File: config.mk
export PLATFORM = sky130hd
export DESIGN_NAME = modulo_cursor_matriz
export DESIGN_NICKNAME = d
export VERILOG_FILES = /design/src/rtl/modulo_cursor_matriz_pkg.sv /design/src/rtl/modulo_cursor_matriz_botao_sync_borda.sv /design/src/rtl/modulo_cursor_matriz.sv
export SDC_FILE = /design/constraint.sdc
export NUM_CORES = 1
export LEC_CHECK = 0
export BUFFER_PORTS_ARGS = -buffer_cell sky130_fd_sc_hd__buf_2
export CAP_MARGIN = 20
export CORE_MARGIN = 2
export CORE_UTILIZATION = 60
export DETAILED_ROUTE_END_ITERATION = 8
export PLACE_DENSITY_LB_ADDON = 0.08
export SLEW_MARGIN = 20
export SYNTH_ARGS = -nofsm -noshare
export SYNTH_HDL_FRONTEND = slang
export SYNTH_SLANG_ARGS = --single-unit
File: constraint.sdc
create_clock -name clk -period 5.31 [get_ports clk]
set_input_delay 1.593 -clock clk [delete_from_list [all_inputs] [get_ports clk]]
set_output_delay 1.593 -clock clk [all_outputs]
set_load 0.01 [all_outputs]
File: src/rtl/modulo_cursor_matriz_pkg.sv
// modulo_cursor_matriz_pkg: shared constants and types for the cursor stage
// and the 1:4 matrix-quadrant selector that consumes its position.
package modulo_cursor_matriz_pkg;

  localparam int unsigned MATRIX_COLS  = 5;
  localparam int unsigned MATRIX_LINES = 7;
  localparam int unsigned COORD_W      = 3;

  typedef logic [COORD_W-1:0] coord_t;

  // Bit positions of the four buttons inside the internal 4-bit vectors.
  typedef enum logic [1:0] {
    DIR_UP,
    DIR_DOWN,
    DIR_LEFT,
    DIR_RIGHT
  } dir_e;

  typedef enum logic [1:0] {
    IDLE,
    HELD,
    REPEAT
  } state_e;

  // One step along an axis. inc and dec together cancel out.
  // At an edge the coordinate either wraps to the opposite edge or holds.
  function automatic coord_t step_coord(
    input coord_t cur,
    input logic   inc,
    input logic   dec,
    input coord_t last,
    input logic   wrap
  );
    coord_t nxt;
    nxt = cur;
    if (inc && !dec) begin
      if (cur >= last) begin
        nxt = wrap ? coord_t'(0) : cur;
      end else begin
        nxt = cur + 1'b1;
      end
    end else if (dec && !inc) begin
      if (cur == coord_t'(0)) begin
        nxt = wrap ? last : cur;
      end else begin
        nxt = cur - 1'b1;
      end
    end
    return nxt;
  endfunction

endpackage

File: src/rtl/modulo_cursor_matriz_botao_sync_borda.sv
// botao_sync_borda: 2-FF synchroniser for one active-low raw button plus a
// registered one-cycle press strobe on the synchronised 1->0 transition.
// A button already held when reset is released does not count as a press;
// it must be released and pressed again.
module botao_sync_borda (
  input  logic clk,
  input  logic rst,
  input  logic btn_n,
  output logic level_n,
  output logic press
);

  logic [1:0] sync_q;
  logic [1:0] fill_q;
  logic       prev_q;
  logic       press_q;

  // Synchroniser, edge history and strobe register.
  // fill_q marks when sync_q[1] carries a real sample rather than the reset
  // value, so a level that is low straight out of reset never looks like an edge.
  always_ff @(posedge clk) begin
    if (rst) begin
      sync_q  <= '1;
      fill_q  <= '0;
      prev_q  <= 1'b0;
      press_q <= 1'b0;
    end else begin
      sync_q  <= {sync_q[0], btn_n};
      fill_q  <= {fill_q[0], 1'b1};
      prev_q  <= fill_q[1] & sync_q[1];
      press_q <= prev_q & ~sync_q[1];
    end
  end

  assign level_n = sync_q[1];
  assign press   = press_q;

endmodule

File: src/rtl/modulo_cursor_matriz.sv
// modulo_cursor_matriz: turns four raw push-buttons into a registered cursor
// position (mdc column, mdl line) on the 5x7 LED matrix, with a one-cycle
// moved strobe whenever the position changes.
// Optional feature: define AUTO_REPEAT_EN for hold-to-auto-repeat stepping.
module modulo_cursor_matriz
  import modulo_cursor_matriz_pkg::*;
#(
  parameter int unsigned N_COLS        = MATRIX_COLS,
  parameter int unsigned N_LINES       = MATRIX_LINES,
  parameter bit          WRAP          = 1'b1,
  parameter int unsigned HOLD_CYCLES   = 25000000,
  parameter int unsigned REPEAT_CYCLES = 5000000
) (
  input  logic               clk,
  input  logic               rst,
  input  logic               en,
  input  logic               btn_up_n,
  input  logic               btn_down_n,
  input  logic               btn_left_n,
  input  logic               btn_right_n,
  output logic [COORD_W-1:0] mdc,
  output logic [COORD_W-1:0] mdl,
  output logic               moved
);

  localparam coord_t LAST_COL  = coord_t'(N_COLS - 1);
  localparam coord_t LAST_LINE = coord_t'(N_LINES - 1);

  logic [3:0] btn_n;
  logic [3:0] level_n;
  logic [3:0] press;
  logic [3:0] held;
  logic [3:0] step_req;
  logic       any_held;
  logic       any_press;
  state_e     state_q;
  state_e     state_d;
  coord_t     mdc_d;
  coord_t     mdl_d;

  // Gather the raw buttons into one vector indexed by direction.
  always_comb begin
    btn_n            = '1;
    btn_n[DIR_UP]    = btn_up_n;
    btn_n[DIR_DOWN]  = btn_down_n;
    btn_n[DIR_LEFT]  = btn_left_n;
    btn_n[DIR_RIGHT] = btn_right_n;
  end

  for (genvar gi = 0; gi < 4; gi++) begin : g_btn
    botao_sync_borda u_sync (
      .clk     (clk),
      .rst     (rst),
      .btn_n   (btn_n[gi]),
      .level_n (level_n[gi]),
      .press   (press[gi])
    );
  end

  assign held      = ~level_n;
  assign any_held  = |held;
  assign any_press = |press;

`ifdef AUTO_REPEAT_EN
  localparam int unsigned HOLD_W = (HOLD_CYCLES > 1) ? $clog2(HOLD_CYCLES) : 1;
  localparam int unsigned REP_W  = (REPEAT_CYCLES > 1) ? $clog2(REPEAT_CYCLES) : 1;
  localparam logic [HOLD_W-1:0] HOLD_LAST = HOLD_W'(HOLD_CYCLES - 1);
  localparam logic [REP_W-1:0]  REP_LAST  = REP_W'(REPEAT_CYCLES - 1);

  logic [HOLD_W-1:0] hold_cnt;
  logic [REP_W-1:0]  rep_cnt;
  logic              one_held;
  logic              hold_done;
  logic              rep_done;
  logic              hold_run;
  logic              rep_run;

  assign one_held  = any_held && ((held & (held - 4'd1)) == 4'd0);
  assign hold_done = (hold_cnt == HOLD_LAST);
  assign rep_done  = (rep_cnt == REP_LAST);
  assign hold_run  = (state_q == HELD) && (state_d == HELD) && !any_press;
  assign rep_run   = (state_q == REPEAT) && (state_d == REPEAT);

  // Hold timer saturates at its terminal count; repeat timer wraps and
  // triggers one step per wrap. Both restart whenever their state is left.
  always_ff @(posedge clk) begin
    if (rst) begin
      hold_cnt <= '0;
      rep_cnt  <= '0;
    end else begin
      if (!hold_run) begin
        hold_cnt <= '0;
      end else if (!hold_done) begin
        hold_cnt <= hold_cnt + 1'b1;
      end
      if (!rep_run || rep_done) begin
        rep_cnt <= '0;
      end else begin
        rep_cnt <= rep_cnt + 1'b1;
      end
    end
  end
`else
  // Repeat timing has no effect without auto-repeat.
  logic unused_timing;
  assign unused_timing = ^{HOLD_CYCLES, REPEAT_CYCLES};
`endif

  // Press-tracking FSM state register.
  always_ff @(posedge clk) begin
    if (rst) begin
      state_q <= IDLE;
    end else begin
      state_q <= state_d;
    end
  end

  // Next state and step requests. Fresh strobes apply in every state;
  // disabling drops them and parks the FSM so a held button cannot resume.
  always_comb begin
    state_d  = state_q;
    step_req = '0;
    if (!en) begin
      state_d = IDLE;
    end else begin
      step_req = press;
      case (state_q)
        IDLE: begin
          if (any_press) begin
            state_d = HELD;
          end
        end
        HELD: begin
          if (!any_held) begin
            state_d = IDLE;
          end
`ifdef AUTO_REPEAT_EN
          else if (one_held && hold_done && !any_press) begin
            state_d = REPEAT;
          end
`endif
        end
`ifdef AUTO_REPEAT_EN
        REPEAT: begin
          if (!any_held) begin
            state_d = IDLE;
          end else if (any_press || !one_held) begin
            state_d = HELD;
          end else if (rep_done) begin
            step_req = held;
          end
        end
`endif
        default: state_d = IDLE;
      endcase
    end
  end

  // Candidate position from this cycle's step requests.
  always_comb begin
    mdc_d = step_coord(mdc, step_req[DIR_RIGHT], step_req[DIR_LEFT], LAST_COL, WRAP);
    mdl_d = step_coord(mdl, step_req[DIR_DOWN], step_req[DIR_UP], LAST_LINE, WRAP);
  end

  // Position registers; moved only flags a real change of value.
  always_ff @(posedge clk) begin
    if (rst) begin
      mdc   <= '0;
      mdl   <= '0;
      moved <= 1'b0;
    end else begin
      mdc   <= mdc_d;
      mdl   <= mdl_d;
      moved <= (mdc_d != mdc) || (mdl_d != mdl);
    end
  end

endmodule

[Word level (Yosys, flattened, before mapping)]
Cells that the tools add are included.
Word-level totals
  output and inout bits: 7
  flip-flop bits (word level): 31
  logic and storage cells: 67
  bits of input ports: 7
Cells by class
  add/subtract/negate cells: 4
  reductions and logical operators: 11
  bitwise operators: 12
  equal/unequal tests: 2
  $lt $le $gt $ge: 2
  mux-type cells: 13
Operator list (number)
  $mux 3: 8
  $and 1x1->1: 8
  $add 3x1->3 const B: 2
  $ge 3x3->1 const B: 2
  $logic_not 3->1: 2
  $ne 3x3->1: 2
  $sub 3x1->3 const B: 2
  $logic_and 1x1->1: 4
  $logic_not 1->1: 4
  $mux 1: 4
  $mux 4: 1
  $not 1->1: 4
  $logic_or 1x1->1: 1

[Logic depth before layout (Yosys ltp)]
  word-level depth: 7
  depth in mapped cells: 7
  gate-level depth less buffers: 7

[Cells and area by module]
Synthesis repeated with hierarchy kept, for this count alone.
Second synthesis, totals
  cell total of the unflattened synthesis: 144
  area total of the unflattened synthesis: 1362.6 um^2
Modules (own cells, without submodules)
  modulo_cursor_matriz: cells an instance 96, instances 1, area an instance 726.9 um^2, sequential area each 140.1 um^2
  botao_sync_borda: cells an instance 12, instances 4, area an instance 158.9 um^2, sequential area each 120.1 um^2

[Least setup slack after synthesis]
No wires, ideal clock.
  path type: input to register
  start point: in en
  end point: reg moved
  arrival: 2.120 ns
  setup slack: 3.066 ns
  required time: 5.186 ns
  stages: 4
  path through: nand2b_4 o32ai_4 mux2i_1 o21ai_0
Between the ends
  longest elaborated chain between the ends: 7
  elaborated cells between the ends (all ways): 16
RTL lines
  start: declaration: RTL line modulo_cursor_matriz.sv:16  | input logic en,
  $mux 4 *: RTL line modulo_cursor_matriz.sv:123  | if (!en) begin
  $logic_not 1->1: RTL line modulo_cursor_matriz_pkg.sv:42  | end else if (dec && !inc) begin
  $logic_and 1x1->1: RTL line modulo_cursor_matriz_pkg.sv:42
  $mux 3: RTL line modulo_cursor_matriz_pkg.sv:42
  $mux 3: RTL line modulo_cursor_matriz_pkg.sv:36  | if (inc && !dec) begin
  $ne 3x3->1: RTL line modulo_cursor_matriz.sv:174  | moved <= (mdc_d != mdc) || (mdl_d != mdl);
  $logic_or 1x1->1 *: RTL line modulo_cursor_matriz.sv:174
  end signal: assignment: RTL line modulo_cursor_matriz.sv:174
  end: declaration: RTL line modulo_cursor_matriz.sv:23  | output logic moved
Every way passes the cells marked *; elsewhere a longest branch is shown, timed or not.
A chain may end at the register's enable or synchronous reset.

[Worst setup path in the final report]
  start point: reg mdc[2]
  end point: out mdc[2]
RTL lines
  start: declaration: RTL line modulo_cursor_matriz.sv:21  | output logic [COORD_W-1:0] mdc,
  start signal: assignment: RTL line modulo_cursor_matriz.sv:172  | mdc <= mdc_d;
No word-level cell between the ends.

==> metrics.txt <==
Min-Delay Path Depth 1; RSZ-0062 raised after global routing no; Worst-Margin Slew ~350 ps; Crit Reg-Reg Startpoint mdc[0]; Yosys reg bits 25; total number of vias roughly 850; Max Cap Viol 0; clock transition at the registers of the reported paths roughly 130 ps; diode count 0; FMAX 386 MHz; Final Cycle Share 48.8%; post-synthesis sequential area ratio a little over two fifths; Slew Limit Fails 0; routed wire length slightly below 2000 µm; Initial DRC Count 21; clk buf depth 2; Cells after Synth 120; Root Buffer clkbuf_4; routed len/inst 12.4 µm; DR DRC count 0; Synth top cells by count dfxtp_1 (25), ha_1 (8), inv_1 (8), o21ai_0 (8), or2_2 (8); data required time at the worst endpoint 3720 ps; Crit Path Max Fanout 9; Fin. Hold Viols 0; fraction of layout cells with a size suffix above 1 between 20% and 30%; total power 296 µW; antenna violations before repair 0; final setup violating endpoints 0; Nets approximately 150; min-delay src g_btn[0].u_sync.sync_q[1]; Static Leakage 0.519 nW; post-cts gate resize count 0; CP startpoint kind flip-flop; Setup Fix Bufs, Post-CTS 0; total track usage between 15 and 20%; Final Hold Slack between 400 and 500 ps; CTS tree done; worst hold path class reg -> reg; Critical Path AT 1000 ps; HPWL Detailed between 1000 and 1500 µm; Distinct cells, synth 31; CTS H-tree lvls 1; Max rail drop VDD approximately 200 µV; IO Pins 14; FF-to-FF setup slack 3340 ps; Yosys top cell area share 43.4%; Crit. End Element output port; sum of negative setup slack 0 ps; top post-synthesis cells by area dfxtp_1 (43%), ha_1 (8.7%), or2_2 (4.3%); CTS Hold Bufs 0; placer congestion estimate roughly 0.93; core area roughly 1800 µm²; critical path type reg -> out; Core Util, Final 71.3%; top_reg_cell synth dfxtp_1; PortBufs 13; Yosys warnings 0; Buf/Inv on CP 1; vias per cell 5.35; vias in the first global route 748; global-route wire length before repair between 3000 and 4000 µm; Hold Path Sink g_btn[0].u_sync.press; Post-Syn Area per Cell ~9.6 µm²; Async S/R FF share, synth 0%; largest net degree at the start of global routing 23; die area approximately 2300 µm²; Initial Util 65.4%; Post-synth EDFFs 0; capturing point of the worst reg2reg path moved; Pwr Density around 230 nW/µm²; Clock Sinks 25; R2R depth 7; Die Height 47.9 µm; Tmin final about 2600 ps; global route total overflow 0; worst-skew pair later-pin latency 310 ps; number of iterations in the first detailed-routing pass 4; Inserted Clock Buffers 3; Max transition margin approximately three quarters; area grow syn2layout 9.11%; cell area after synthesis roughly 1200 µm²; die width between 40 and 50 µm; Largest stage delay, worst path approximately 500 ps; most frequent cell after synthesis dfxtp_1; Synth area leader dfxtp_1; # rows 15; Fill cells around 180; antenna violation net count after detailed routing 0; critical path cell sequence buf_2; Synthesized Nets 135; CP max stage cell dfxtp_1; Top delay family on crit path flip-flops; Worst Skew 1.73 ps; status complete, no violations
==> worst max-delay path by stage <==
| stage | start | end | slack [ps] | cells after the start |
|---|---|---|---|---|
| 2_1_floorplan | en | moved | 3070 | 4 |
| 3_3_place_gp | en | moved | 2750 | 5 |
| 3_5_place_dp | en | moved | 2700 | 5 |
| 4_1_cts | mdc[2] | mdc[2] | 2690 | 1 |
| 5_1_grt | mdc[2] | mdc[2] | 2660 | 1 |
| 6_report | mdc[2] | mdc[2] | 2720 | 1 |
==> report_power, final <==
group / total, mW / switching [mW] / internal (mW) / leakage, nW
Clock: 0.0829 / 0.0535 / 0.0294 / 0.0150
Sequential: 0.195 / 0.00235 / 0.193 / 0.205
Combinational: 0.0173 / 0.00900 / 0.00829 / 0.299
==> kinds of logic after synthesis <==
family	Yosys count	synth area share (%)
xor gates and xnor gates	3	2.28
AOI/OAI and AO/OA	22	13.2
buffers and inverters	12	4.12
adders and majority gates	8	8.68
DFF	25	43.4
muxes	3	2.60
and+or+nand+nor	47	25.7
==> area by class of cell <==
type	count	area, µm²	area share, %
Timing Repair Buffer	13	65.1	5.17
Inverter	8	30.0	2.39
Multi-Input combinational cell	83	606	48.1
Tap cell	25	31.3	2.49
Sequential cell	25	500	39.8
Clock buffer	4	26.3	2.09
==> cell usage in the layout, fill, tap and decap left out <==
cell / synthesis / routed
dfxtp_1: 25 / 25
buf_2: 2 / 13
inv_1: 8 / 8
or2_2: 8 / 8
o21ai_0: 8 / 8
ha_1: 8 / 8
a21oi_1: 7 / 7
nor2_1: 7 / 7
nor2b_1: 5 / 5
and2_1: 5 / 5
nor3b_1: 4 / 4
nand2b_1: 4 / 4
nand2_1: 4 / 4
mux2i_1: 3 / 3
xor2_1: 3 / 3
clkbuf_4: 0 / 3
nand3b_1: 2 / 2
a311oi_1: 2 / 2
nand2b_4: 1 / 1
or3b_4: 1 / 1
o32ai_4: 1 / 1
o311ai_0: 1 / 1
nand4_1: 1 / 1
o221ai_1: 1 / 1
nor4b_1: 1 / 1
and4b_1: 1 / 1
a2bb2oi_1: 1 / 1
or2b_1: 1 / 1
o22ai_1: 1 / 1
nor4_1: 1 / 1
and4_1: 1 / 1
clkbuf_1: 2 / 1
==> registers in the layout, indices dropped and copies added (netlist names) <==
register and count:
mdc 3, g_btn.u_sync.press 4, g_btn.u_sync.prev_q 4, g_btn.u_sync.sync_q 8, moved 1, mdl 3, g_btn.u_sync.fill_q 2
==> through the flow <==
stage / cell area [µm²] / std cells / setup slack [ps]
CTS: 1260 / 158 / 2690
floorplan: 1150 / 120 / 3070
global placement: 1230 / 154 / 2750
global route: 1260 / 158 / 2660
finish: 1260 / 158 / 2720
detailed placement: 1230 / 154 / 2700
==> layer usage <==
metal	GRT usage (%)	wire length [µm]	vias to the layer above
met3	2.64	88	4
met2	34.7	949	24
li1	-	-	434
met4	10.8	30	0
met5	0	0	-
met1	22.8	893	383
No activity file was read; power rests on OpenSTA's default activity.
